===== src/rtl/synth_pkg.sv =====
// Shared types and widths for the envelope generator.
package synth_pkg;

    localparam int unsigned SAMPLE_W = 8;
    localparam int unsigned ENV_W    = 8;

    typedef enum logic [2:0] {
        StIdle,
        StAttack,
        StDecay,
        StSustain,
        StRelease
    } env_state_t;

    // Approximately exponential release step: level/8, never less than 1 so the
    // envelope always reaches zero.
    function automatic logic [ENV_W-1:0] exp_release_step(input logic [ENV_W-1:0] level);
        logic [ENV_W-1:0] shifted;
        shifted = level >> 3;
        return (shifted == '0) ? ENV_W'(1) : shifted;
    endfunction

endpackage


===== src/rtl/env_tick_div.sv =====
// Free-running divider producing a one-cycle tick every DIV clock cycles.
module env_tick_div #(
    parameter int unsigned DIV = 12000
) (
    input  logic clk,
    input  logic reset,
    output logic tick
);

    localparam int unsigned CntW = (DIV > 1) ? $clog2(DIV) : 1;
    localparam logic [CntW-1:0] CntMax = CntW'(DIV - 1);

    logic [CntW-1:0] cnt_q, cnt_d;

    // Strobe on the last count, then wrap to zero.
    always_comb begin
        tick  = (cnt_q == CntMax);
        cnt_d = tick ? '0 : cnt_q + CntW'(1);
    end

    // Counter register.
    always_ff @(posedge clk or posedge reset) begin
        if (reset) begin
            cnt_q <= '0;
        end else begin
            cnt_q <= cnt_d;
        end
    end

endmodule


===== src/rtl/envelope_gen.sv =====
// ADSR-style envelope generator: gate-driven attack/decay/sustain/release state
// machine stepping the level once per divided tick, and a registered multiply of
// the incoming wave sample by the level.
// Build option: define ENV_EXP_RELEASE_EN for a level/8 (approximately
// exponential) release instead of the linear REL_RATE release.
module envelope_gen
    import synth_pkg::*;
#(
    parameter int unsigned TICK_DIV  = 12000,
    parameter int unsigned ATK_RATE  = 16,
    parameter int unsigned DEC_RATE  = 4,
    parameter int unsigned SUS_LEVEL = 160,
    parameter int unsigned REL_RATE  = 2
) (
    input  logic                clk,
    input  logic                reset,
    input  logic                gate,
    input  logic [SAMPLE_W-1:0] wave_in,
    output logic [SAMPLE_W-1:0] sample_out,
    output logic [ENV_W-1:0]    env_level,
    output logic                active
);

    localparam int unsigned ProdW = SAMPLE_W + ENV_W;

    localparam logic [ENV_W-1:0] AtkRate  = ENV_W'(ATK_RATE);
    localparam logic [ENV_W-1:0] DecRate  = ENV_W'(DEC_RATE);
    localparam logic [ENV_W-1:0] SusLevel = ENV_W'(SUS_LEVEL);
    localparam logic [ENV_W-1:0] LevelMax = '1;
    // Decay lands on SUS_LEVEL once one more step would reach or pass it.
    localparam logic [ENV_W:0]   DecLimit = (ENV_W + 1)'(SUS_LEVEL + DEC_RATE);

    env_state_t          state_q, state_d;
    logic [ENV_W-1:0]    level_q, level_d;
    logic                gate_q;
    logic [SAMPLE_W-1:0] sample_q, sample_d;
    logic                active_q;

    logic                tick;
    logic                gate_rise;
    logic                gate_fall;
    logic [ENV_W:0]      atk_sum;
    logic [ENV_W-1:0]    rel_dec;
    logic [ProdW-1:0]    prod;

    env_tick_div #(
        .DIV (TICK_DIV)
    ) u_tick_div (
        .clk   (clk),
        .reset (reset),
        .tick  (tick)
    );

    // Gate events; gate low only matters while the key is still being voiced.
    always_comb begin
        gate_rise = gate & ~gate_q;
        gate_fall = ~gate & ((state_q == StAttack) || (state_q == StDecay) ||
                             (state_q == StSustain));
    end

    // Release decrement selected at build time.
    always_comb begin
`ifdef ENV_EXP_RELEASE_EN
        rel_dec = exp_release_step(level_q);
`else
        rel_dec = ENV_W'(REL_RATE);
`endif
    end

    // Next state and level; gate events take priority and freeze the level.
    always_comb begin
        state_d = state_q;
        level_d = level_q;
        atk_sum = {1'b0, level_q} + {1'b0, AtkRate};

        if (gate_rise) begin
            // Retrigger keeps the current level to avoid a click.
            state_d = StAttack;
        end else if (gate_fall) begin
            state_d = StRelease;
        end else begin
            unique case (state_q)
                StIdle: begin
                    level_d = '0;
                end
                StAttack: begin
                    if (tick) begin
                        if (atk_sum >= {1'b0, LevelMax}) begin
                            level_d = LevelMax;
                            state_d = StDecay;
                        end else begin
                            level_d = atk_sum[ENV_W-1:0];
                        end
                    end
                end
                StDecay: begin
                    if (tick) begin
                        if ({1'b0, level_q} <= DecLimit) begin
                            level_d = SusLevel;
                            state_d = StSustain;
                        end else begin
                            level_d = level_q - DecRate;
                        end
                    end
                end
                StSustain: begin
                    level_d = SusLevel;
                end
                StRelease: begin
                    if (tick) begin
                        if (level_q <= rel_dec) begin
                            level_d = '0;
                            state_d = StIdle;
                        end else begin
                            level_d = level_q - rel_dec;
                        end
                    end
                end
                default: begin
                    state_d = StIdle;
                    level_d = '0;
                end
            endcase
        end
    end

    // Scaled sample: top byte of wave * level, forced silent when idle.
    always_comb begin
        prod     = ProdW'(wave_in) * ProdW'(level_q);
        sample_d = (state_q == StIdle) ? '0 : prod[ProdW-1 -: SAMPLE_W];
    end

    // State, level, gate history and output registers.
    always_ff @(posedge clk or posedge reset) begin
        if (reset) begin
            state_q  <= StIdle;
            level_q  <= '0;
            gate_q   <= 1'b0;
            sample_q <= '0;
            active_q <= 1'b0;
        end else begin
            state_q  <= state_d;
            level_q  <= level_d;
            gate_q   <= gate;
            sample_q <= sample_d;
            active_q <= (state_d != StIdle);
        end
    end

    assign sample_out = sample_q;
    assign env_level  = level_q;
    assign active     = active_q;

endmodule


===== config.mk =====
export PLATFORM = sky130hd
export DESIGN_NAME = envelope_gen
export DESIGN_NICKNAME = d
export VERILOG_FILES = /design/src/rtl/synth_pkg.sv /design/src/rtl/env_tick_div.sv /design/src/rtl/envelope_gen.sv
export SDC_FILE = /design/constraint.sdc
export NUM_CORES = 1
export LEC_CHECK = 0
export CAP_MARGIN = 20
export CORE_UTILIZATION = 42
export CTS_CLUSTER_SIZE = 16
export DETAILED_ROUTE_END_ITERATION = 10
export GPL_ROUTABILITY_DRIVEN = 0
export HOLD_SLACK_MARGIN = 0.1
export PLACE_DENSITY = 0.7
export SKIP_CTS_REPAIR_TIMING = 1
export SLEW_MARGIN = 20
export SYNTH_ARGS = -nofsm -noshare
export SYNTH_HDL_FRONTEND = slang
export SYNTH_SLANG_ARGS = --single-unit

===== constraint.sdc =====
create_clock -name clk -period 6.8 [get_ports clk]
set_input_delay 1.02 -clock clk [delete_from_list [all_inputs] [get_ports clk]]
set_output_delay 1.02 -clock clk [all_outputs]
set_load 0.05 [all_outputs]

==> summary.md <==
| Metric | Value |
|---|---|
| Die Y | 101 um |
| Most common flop cell mapped by yosys | dfrtp_1 |
| Asr flop ratio synth | between 90% and 100% |
| Most frequent cells in the layout | 61 x inv_1, 48 x and2_1, 45 x ha_1, 35 x fa_1, 35 x dfrtp_1 |
| Worst-Margin Slew | about 1 ns |
| Critical path fanouts, max | 7 |
| Core area | about 9300 um^2 |
| Worst clock skew | 0.00787 ns |
| Peak Freq | approximately 0.18 GHz |
| Routed via count | approximately 3400 |
| Drt total wl | roughly 9400 um |
| RR Endpoint | sample_out[7] |
| Clk_lat worst skew | 0.30 ns |
| CTS tree | done |
| TritonCTS Buffers | 5 |
| DIE AREA | roughly 10000 um^2 |
| Rows | 35 |
| GRT overflow | 0 |
| Peak VDD IR | approximately 230 uV |
| Fill count | about 900 |
| Post-layout total power | around 1700 uW |
| Dpl cell area | ~4500 um^2 |
| Mean post-synth cell area | 8.94 um^2 |
| Status | finished clean |
| Starting Density | 43.8% |
| Clk slew on worst S/H paths | 0.08 ns |
| Root Buffer | clkbuf_8 |
| Reg-to-Reg Start | env_level[6] |
| Post-synth EDFFs | 0 |
| Antenna diodes | 0 |
| Drt initial violations | 228 |
| DR vias/cell | roughly 5.6 |
| Worst hold path class | flip-flop to flip-flop |
| Critical Path Start | wave_in[0] |
| WL per Instance | approximately 15 um |
| CTS max path bufs | 2 |
| R2r setup slk | 1.95 ns |
| Crit path capture type | flip-flop |
| Final core utilization | between 40% and 50% |
| Routed Antenna Nets | 0 |
| Data required, critical path | roughly 7.0 ns |
| DRC errors left | 0 |
| Relative slew slack | between 30 and 40% |
| Synth cell types | 57 |
| Global-route wire length before repair | about 16000 um |
| Min cycle time layout | 5.42 ns |
| Final setup vio count | 0 |
| Area Growth Syn to Fin | 12.0% |
| CTS H-tree depth | 2 |
| Syn. warnings | 0 |
| Largest net degree at the start of global routing | 36 |
| Commonest non-fill, non-tap cell in the layout | inv_1 |
| Syn Inst Count | 457 |
| Net Count, Synth | 548 |
| Worst Path Arrival | 5.61 ns |
| GRT Util Overall | between 20% and 30% |
| Pre-Repair DR Iteration Count | 5 |
| Die width | just over 100 um |
| Max_cap viols | 0 |
| Worst Setup EP | sample_out[4] |
| Final Hold Viols | 0 |
| Synth Register Bits | 35 |
| Synth Cell Area | between 4000 and 5000 um^2 |
| Initial antenna violation count | 0 |
| Startpoint types | input port |
| Setup ws final | ~1.4 ns |
| Vias in the first global route | 3418 |
| Detailed placement HPWL | between 6000 and 7000 um |
| CTS sink cnt | 35 |
| R2R depth | 13 |
| Final nets | about 570 |
| I/O pin count | 28 |
| Share of post-route cells with drive strength above 1 | 4.18% |
| Fin Setup TNS | 0 ns |
| Unrepaired setup endpoints after global routing | false |
| Port Buffer Count | 27 |
| Final Max Tran Viols | 0 |
| Pre-CTS setup slack | approximately 1.1 ns |
| Power Dens Cells | roughly 370 nW/um^2 |
| Seq/Total Area, Yosys | a little over a fifth |
| Final instance area | around 4600 um^2 |
| Leak | around 0.0023 uW |
| CP Class | input port to flip-flop |
| Final period util | 79.7% |
through the flow:
step                hold WS, ns  instances
floorplan                 0.455        457
global placement          0.471        600
detailed placement        0.479        600
CTS                       0.490        608
global route              0.514        608
finish                    0.484        608
where the power goes:
group	switching, uW	internal [uW]	leakage, uW	total [uW]
clock	82.9	82.7	0.0000474	166
sequential	97.4	243	0.000457	340
combinational	716	456	0.00175	1170
total	896	782	0.00226	1680
final cells by class:
type | count | area (um^2) | share of cell area (%)
multi-input combinational | 346 | 2920 | 63.9
sequential | 35 | 876 | 19.1
timing repair buffer | 29 | 285 | 6.24
clock buffer | 6 | 82.6 | 1.81
clock inverter | 2 | 16.3 | 0.356
tap | 129 | 161 | 3.53
inverter | 61 | 229 | 5.01
worst max-delay path, stage by stage:
cell and delay (ns):
clkdlybuf4s50_1 0.53, and2_1 0.23, fa_1 0.44, fa_1 0.48, ha_1 0.29, inv_1 0.05
fa_1 0.52, inv_1 0.04, ha_1 0.29, nand4_1 0.10, o41ai_1 0.82, a21o_1 0.29
a221o_1 0.17, mux2_2 0.33
per-layer routing:
metal / share of wire (%) / GRT usage [%]
met1: 48 / 28.2
met2: 45 / 32.0
met3: 6.0 / 3.54
met4: 1.3 / 4.91
met5: 0 / 0
state kept, by name, summed over array words and instances, names as in the netlist:
register	count
state_q	3
gate_q	1
sample_out	8
u_tick_div.cnt_q	14
active	1
env_level	8
kinds of logic (layout without fill, tap and decap cells):
kind of cell	count (synthesis)	in the layout	share of synthesized area, %
compound gates	73	73	12.8
xor+xnor	17	17	3.64
fa+ha+maj	80	80	30.9
buf+inv	76	98	6.98
flops	35	35	21.4
mux	7	7	1.75
simple gates	169	169	22.5
synth_stat cells (5+ instances only):
cell | instances | area (um^2)
nand4_1 | 8 | 50.1
a211oi_1 | 10 | 75.1
nand2_1 | 27 | 101
a21o_1 | 8 | 60.1
ha_1 | 45 | 563
dfrtp_1 | 35 | 876
clkbuf_1 | 14 | 52.6
inv_1 | 61 | 229
and2_1 | 48 | 300
xor2_1 | 7 | 61.3
o21ai_0 | 8 | 40.0
nand3_1 | 12 | 60.1
mux2i_1 | 6 | 60.1
fa_1 | 35 | 701
a21oi_1 | 11 | 55.1
nor3_1 | 11 | 55.1
and3_1 | 5 | 31.3
nor2_1 | 31 | 116
xnor2_1 | 10 | 87.6
how the worst min path moves through the flow:
stage	endpoint	startpoint	cells past startpoint
after floorplan	u_tick_div.cnt_q[0]	u_tick_div.cnt_q[0]	1
after global placement	u_tick_div.cnt_q[0]	u_tick_div.cnt_q[0]	1
after detailed placement	u_tick_div.cnt_q[0]	u_tick_div.cnt_q[0]	1
after CTS	u_tick_div.cnt_q[0]	u_tick_div.cnt_q[0]	1
after global routing	u_tick_div.cnt_q[0]	u_tick_div.cnt_q[0]	1
final	u_tick_div.cnt_q[0]	u_tick_div.cnt_q[0]	1
(Power assumes the default switching activity.)
